--- config.mk ---
export PLATFORM = sky130hd
export DESIGN_NAME = imem_resp
export DESIGN_NICKNAME = d
export VERILOG_FILES = /design/src/rtl/imem_resp.sv
export SDC_FILE = /design/constraint.sdc
export NUM_CORES = 2
export LEC_CHECK = 0
export ABC_CLOCK_PERIOD_IN_PS = 3600
export BUFFER_PORTS_ARGS = -buffer_cell sky130_fd_sc_hd__buf_2
export CAP_MARGIN = 0
export CORE_MARGIN = 8
export CORE_UTILIZATION = 50
export DETAILED_ROUTE_END_ITERATION = 16
export GPL_ROUTABILITY_DRIVEN = 0
export HOLD_SLACK_MARGIN = 0.12
export PLACE_DENSITY = 0.66
export SYNTH_ARGS = -nofsm -noshare
export SYNTH_HDL_FRONTEND = slang
export SYNTH_SLANG_ARGS = --single-unit
--- constraint.sdc ---
create_clock -name clk -period 3.6 [get_ports clk]
set_input_delay 0 -clock clk [delete_from_list [all_inputs] [get_ports clk]]
set_output_delay 0 -clock clk [all_outputs]
set_load 0.05 [all_outputs]
--- src/rtl/imem_resp.sv ---
// ---------------------------------------------------------------------------
// imem_resp
// Instruction memory with a load phase and a run phase.
//
// The block powers up in LOAD. In LOAD it accepts program words and keeps
// its response outputs quiet. A load_done pulse moves it to RUN. In RUN the
// memory is read-only, and the block answers one fetch address every cycle
// with a latency of one cycle.
//
// Parameters
//   N      instruction address width in bits
//   DEPTH  number of 32-bit words stored (power of two, 2..1024)
//
// Ports
//   clk          sole clock, rising edge
//   reset        synchronous, active-high
//   imem_addr_F  byte address from the fetch stage, sampled every RUN cycle
//   load_en      program-load write strobe (LOAD only)
//   load_addr    word index for the program-load write
//   load_data    instruction word for the program-load write
//   load_done    one-cycle pulse that ends program load
//   instr_F      served word, NOP on a fault, zero otherwise
//   instr_valid  instr_F holds a served word
//   fault        last sampled address was misaligned or out of range
//   fetch_count  saturating count of good responses
// ---------------------------------------------------------------------------
module imem_resp #(
   parameter int N     = 64,
   parameter int DEPTH = 64
) (
   input  logic                     clk,
   input  logic                     reset,
   input  logic [N-1:0]             imem_addr_F,
   input  logic                     load_en,
   input  logic [$clog2(DEPTH)-1:0] load_addr,
   input  logic [31:0]              load_data,
   input  logic                     load_done,
   output logic [31:0]              instr_F,
   output logic                     instr_valid,
   output logic                     fault,
   output logic [31:0]              fetch_count
);

   localparam int          AW      = $clog2(DEPTH);
   localparam logic [31:0] NOP     = 32'hD503201F;
   localparam logic [31:0] CNT_MAX = 32'hFFFFFFFF;

   typedef enum logic {
      LOAD = 1'b0,
      RUN  = 1'b1
   } state_t;

   state_t        state_reg;
   state_t        state_next;

   logic [31:0]   mem [DEPTH];
   logic [31:0]   rd_data_reg;
   logic          valid_reg;
   logic          fault_reg;
   logic [31:0]   fetch_count_reg;
   logic [31:0]   fetch_count_next;

   logic          mem_we;
   logic          sample_en;
   logic          misaligned;
   logic          out_of_range;
   logic          addr_good;
   logic [AW-1:0] rd_idx;

   // Out of range means any address bit above the word-index field is set.
   // This is the same as addr >= 4*DEPTH over the full N bits, without
   // building a wide comparator or truncating the address.
   generate
      if (N > AW + 2) begin : g_upper
         assign out_of_range = |imem_addr_F[N-1:AW+2];
      end else begin : g_no_upper
         assign out_of_range = 1'b0;
      end
   endgenerate

   assign misaligned = |imem_addr_F[1:0];
   assign addr_good  = !misaligned && !out_of_range;
   assign rd_idx     = imem_addr_F[AW+1:2];

   // Next-state and control decode
   always_comb begin
      state_next       = state_reg;
      mem_we           = 1'b0;
      sample_en        = 1'b0;
      fetch_count_next = fetch_count_reg;
      case (state_reg)
         LOAD: begin
            // A write that arrives with load_done still lands, because
            // mem_we and the state change take effect on the same edge.
            mem_we = load_en;
            if (load_done) begin
               state_next = RUN;
            end
         end
         RUN: begin
            sample_en = 1'b1;
            if (addr_good && (fetch_count_reg != CNT_MAX)) begin
               fetch_count_next = fetch_count_reg + 32'd1;
            end
         end
         default: state_next = LOAD;
      endcase
   end

   // Control state and response flags
   always_ff @(posedge clk) begin
      if (reset) begin
         state_reg       <= LOAD;
         valid_reg       <= 1'b0;
         fault_reg       <= 1'b0;
         fetch_count_reg <= 32'd0;
      end else begin
         state_reg       <= state_next;
         valid_reg       <= sample_en && addr_good;
         fault_reg       <= sample_en && !addr_good;
         fetch_count_reg <= fetch_count_next;
      end
   end

   // Memory array. It has no reset, so its contents survive a reset.
   // A write that coincides with reset is discarded.
   always_ff @(posedge clk) begin
      if (mem_we && !reset) begin
         mem[load_addr] <= load_data;
      end
   end

   // Registered read port. A faulting or idle read is harmless because the
   // flags below decide whether the data is shown.
   always_ff @(posedge clk) begin
      rd_data_reg <= mem[rd_idx];
   end

   // The output select uses only registered flags, so the response keeps a
   // latency of one cycle. When neither flag is set (LOAD, reset, and the
   // first RUN cycle), instr_F is zero.
   assign instr_F     = valid_reg ? rd_data_reg : (fault_reg ? NOP : 32'h0);
   assign instr_valid = valid_reg;
   assign fault       = fault_reg;
   assign fetch_count = fetch_count_reg;

endmodule

# Word level (Yosys, flattened, before mapping)
# Memory sizes are Yosys's and may differ from the RTL's. A register that Yosys moved wholly into a read port is not among the register bits.
# Index checks and enable logic that the tools add are counted.
[word_totals] memories=1 reg_bits=35 out_inout_bits=66 mem_bits_rw=2048 input_bits=106
[memory_table] name="mem" words=64 word_bits=32 read_ports=1 rd_clocked_by_memory_dff=1 write_ports=1 line="56" rtl="logic [31:0] mem [DEPTH];"
[op_classes] reduce_logical=12 n_addsub=1 n_eq_ne=1 n_mux=8
[op_table] operator="2-to-1 mux 32 bit" n=2
[op_table] operator="OR reduction 56 bit" n=1
[op_table] operator="adder 32 x 1 -> 32 bit, second input constant" n=1
[op_table] operator="inequality test 32 bit, second input constant" n=1
[op_table] operator="2-to-1 mux 1 bit" n=6
[op_table] operator="logical AND 1 bit" n=5
[op_table] operator="zero test 1 bit" n=4
[op_table] operator="AND reduction 2 bit" n=1
[op_table] operator="OR reduction 2 bit" n=1

# Logic depth before layout (Yosys ltp)
[logic_depth] depth_word=5 depth_mapped=10 mapped_depth_nobuf=7

# Worst setup path after synthesis
# Ideal clock, no wire load.
[synth_path] kind="register -> register" from="register state_reg" to="memory mem[59][0] (enable)" path_slack_ns=0.652 stages_incl_launch_ff=4 period_less_slack_ns=2.948 arrival_time_ns=2.527 n_path_buf=0 setup_ns=0.421 t_required_ns=3.179 cell_sequence="dfxtp_1 > nor4b_1 > nand3_1 > nor2_1"
[synth_between] elab_chain_len=4
[synth_rtl] item="from (decl)" line="53" rtl="state_t state_reg;"
[synth_rtl] item="from (signal assigned)" line="118" rtl="state_reg <= state_next;"
[synth_rtl] item="2-to-1 mux 1 bit" line="91" rtl="case (state_reg)"
[synth_rtl] item="logical AND 1 bit" line="128" rtl="if (mem_we && !reset) begin"
[synth_rtl] item="2-to-1 mux 1 bit" line="128"
[synth_rtl] item="2-to-1 mux 1 bit (implied by the code)" line="129" rtl="mem[load_addr] <= load_data;"
[synth_rtl] item="to (decl)" line="56"
# Every way passes these cells.

# Final worst setup path
[layout_path] from="input imem_addr_F[0]" to="register fetch_count_reg[21], in the netlist fetch_count[21]"
[layout_between] elab_chain_len=5
[layout_rtl] item="from (decl)" line="33" rtl="input logic [N-1:0] imem_addr_F,"
[layout_rtl] item="OR reduction 2 bit" line="81" rtl="assign misaligned = |imem_addr_F[1:0];"
[layout_rtl] item="zero test 1 bit" line="82" rtl="assign addr_good = !misaligned && !out_of_range;"
[layout_rtl] item="logical AND 1 bit" line="82"
[layout_rtl] item="logical AND 1 bit" line="102" rtl="if (addr_good && (fetch_count_reg != CNT_MAX)) begin"
[layout_rtl] item="AND reduction 2 bit (no line)"
[layout_rtl] item="to (signal assigned)" line="121" rtl="fetch_count_reg <= fetch_count_next;"
[layout_rtl] item="to (decl)" line="60" rtl="logic [31:0] fetch_count_reg;"
# Every way passes these cells.
# A chain may end at the register's enable or synchronous reset.

==> results.md <==
* GR Util All Layers at 24.2%
* Most frequent cells in the layout: 2048 x edfxtp_1, 402 x mux4_2, 240 x mux2i_1, 207 x clkbuf_16, 167 x buf_2
* Post-route antenna net violation count at 0
* Die Height at 419 um
* Sw Share at 21.4%
* Mapped Avg Cell Area at 20.7 um2
* I/O pins at 172
* Die Area at 176000 um2
* First-pass GRT wire length at 304000 um
* Critical path required time at 4.36 ns
* R2r startpoint: state_reg$_SDFF_PP0_
* Rel. slew slack at 11.4%
* Setup TNS at 0 ns
* Fmax at 299 MHz
* Pwr Density at 541 nW/um2
* Crit path capture type: register
* Fillers at 11700
* Post-DR wirelength/cell at 32.1 um
* H-tree levels at 4
* Internal power at 39.6 mW
* Post-synth EDFFs at 2048
* Hold_ws at 0.177 ns
* Port bufs at 171
* Synth unique cells at 66
* Final count of negative-setup-slack endpoints at 0
* Sink Count at 2115
* Net count after synthesis at 4025
* Async SR Flop Fraction at 0%
* Leakage at 29.9 nW
* Critical path peak fanout at 25
* Initial core utilization at 50.1%
* WL final at 215000 um
* DR DRC count at 0
* Drt first pass iters at 6
* Psw at 10.8 mW
* TritonCTS clock tree: done
* Ys flop type: edfxtp_1
* Min-delay worst type: in2reg
* Clock power frac at 41.3%
* Nets at 4435
* VDD IR max at 434 uV
* Root buffer cell: clkbuf_16
* Minimum clock period at 3.35 ns
* Clock Latency Late Sink at 0.83 ns
* Hold wc startpoint: load_addr[3]
* Outcome: completed
* Gr ovfl total at 0
* Die Wd at 419 um
* Critical path class: in2reg
* Initial antenna violation count at 12
* Final Skew at 0.0225 ns
* Synth Cell Area at 81200 um2
* CP startpoint: imem_addr_F[0]
* Detail Placement HPWL at 123000 um
* CP startpoint kind: input pin
* Clock-pin slew on the worst setup and hold paths at 0.06 ns
* Yosys warns at 0
* Commonest non-fill, non-tap cell in the layout: edfxtp_1
* Register area share after synthesis at 77.4%
* Synthesized flop and latch total at 2115
* Synth Instances at 3918
* Combinational share of power at 4.9%
* Final Max Slew Viols at 0
* Std cell rows at 148
* Max-cap violations at 0
* Vias/cell at 6.23
* WP data arrival at 4.11 ns
* Max reg flops at 2048
* Core box area at 162000 um2
* Sequential Power Share at 53.8%
* Iter 0 DRT Violations at 5124
* Largest net degree at the start of global routing at 65
* Final worst path period share at 93.0%
* Worst Tran Pin Value at 1.33 ns
* Layout cells sized above 1 at 25.8%
* CTS Buf Count at 204
* Vias in the first global route at 41800
* Clock Path Buffers at 3
* Hold Vio Cnt, Final at 0
* Area growth from synthesis to layout at 14.6%
* RSZ-0062 raised after global routing: false
* Vias at 41700
## through the flow
| step | setup slack, ns | total power [mW] | area, um2 | std cells | util [%] |
|---|---|---|---|---|---|
| 4_1_cts | 0.203 | 50.6 | 93100 | 6678 | 57.4 |
| 5_1_grt | 0.0326 | 51.7 | 93100 | 6680 | 57.4 |
| 3_3_place_gp | 0.447 | 30.0 | 86000 | 6239 | 53.1 |
| 3_5_place_dp | 0.461 | 30.1 | 86000 | 6239 | 53.1 |
| 2_1_floorplan | 0.652 | 28.9 | 81200 | 3918 | - |
| 6_report | 0.253 | 50.4 | 93100 | 6684 | 57.4 |
## logic make-up after synthesis
logic type / Yosys count / share of synthesized area [%]
flip-flops: 2115 / 77.4
multiplexers: 658 / 14.3
AND/OR/NAND/NOR: 470 / 2.89
AO/OA/AOI/OAI: 429 / 3.55
buffers and inverters: 227 / 1.63
XOR/XNOR: 18 / 0.194
adder cells (fa/ha/maj): 1 / 0.0154
## layout make-up
cell class	instances	area [um2]	area share (%)
timing repair buffer	425	3450	3.70
tap	2175	2720	2.92
sequential	2115	62800	67.5
inverter	6	27.5	0.0296
antenna	6	15.0	0.0161
multi-input combinational	1576	17500	18.9
clock buffer	267	5490	5.89
clock inverter	114	997	1.07
## layer usage
layer / wire [um] / global-route usage [%] / vias up
li1: - / - / 17200
met2: 104000 / 39.2 / 2155
met1: 82500 / 32.5 / 21900
met3: 22200 / 6.27 / 339
met4: 6570 / 7.38 / 4
met5: 21 / 0 / -
## Yosys cell counts, drive strengths merged, types with 34 or more instances
cell type / n / area [um2]
a21oi: 87 / 435
a22oi: 68 / 510
buf: 136 / 982
clkbuf: 85 / 319
dfxtp: 67 / 1340
edfxtp: 2048 / 61500
mux2i: 240 / 2400
mux4: 402 / 9050
nand2: 86 / 325
nand3: 34 / 175
nor2: 173 / 649
o21ai: 85 / 425
o221ai: 56 / 497
o22ai: 52 / 325
## final timing paths
kind	to	slack [ns]	depth (start not counted)
min	mem[37][30]$_DFFE_PP_	0.18	3
min reg2reg	fetch_count[9]$_SDFFE_PP0P_	0.50	2
max reg2reg	mem[7][21]$_DFFE_PP_	0.43	6
max	fetch_count[21]$_SDFFE_PP0P_	0.25	12
## power groups by stage
stage               combinational, mW  clock [mW]  sequential (mW)
detailed placement               2.40           0             27.7
global placement                 2.36           0             27.7
CTS                              2.45        21.0             27.1
global route                     2.59        21.9             27.1
finish                           2.45        20.8             27.1
floorplan                        1.29           0             27.6
## worst max-delay path, cell delays in order
cell and delay, ns:
dlygate4sd3_1 0.53, buf_2 0.12, nor4_1 0.22, dlygate4sd3_1 0.57, nand4_1 0.09, dlygate4sd3_1 0.60
nor4_2 0.25, dlygate4sd3_1 0.58, buf_4 0.25, nand2_4 0.22, or4_1 0.52, a21oi_1 0.15
## timing repair
item | in CTS | in global routing
setup buffers | 0 | 0
setup endpoints to repair | 0 | 6
hold buffers | 58 | 0
hold endpoints to repair | 2117 | 0
resized for setup | 0 | 1
Note: power is estimated with default switching activity, not from simulation.
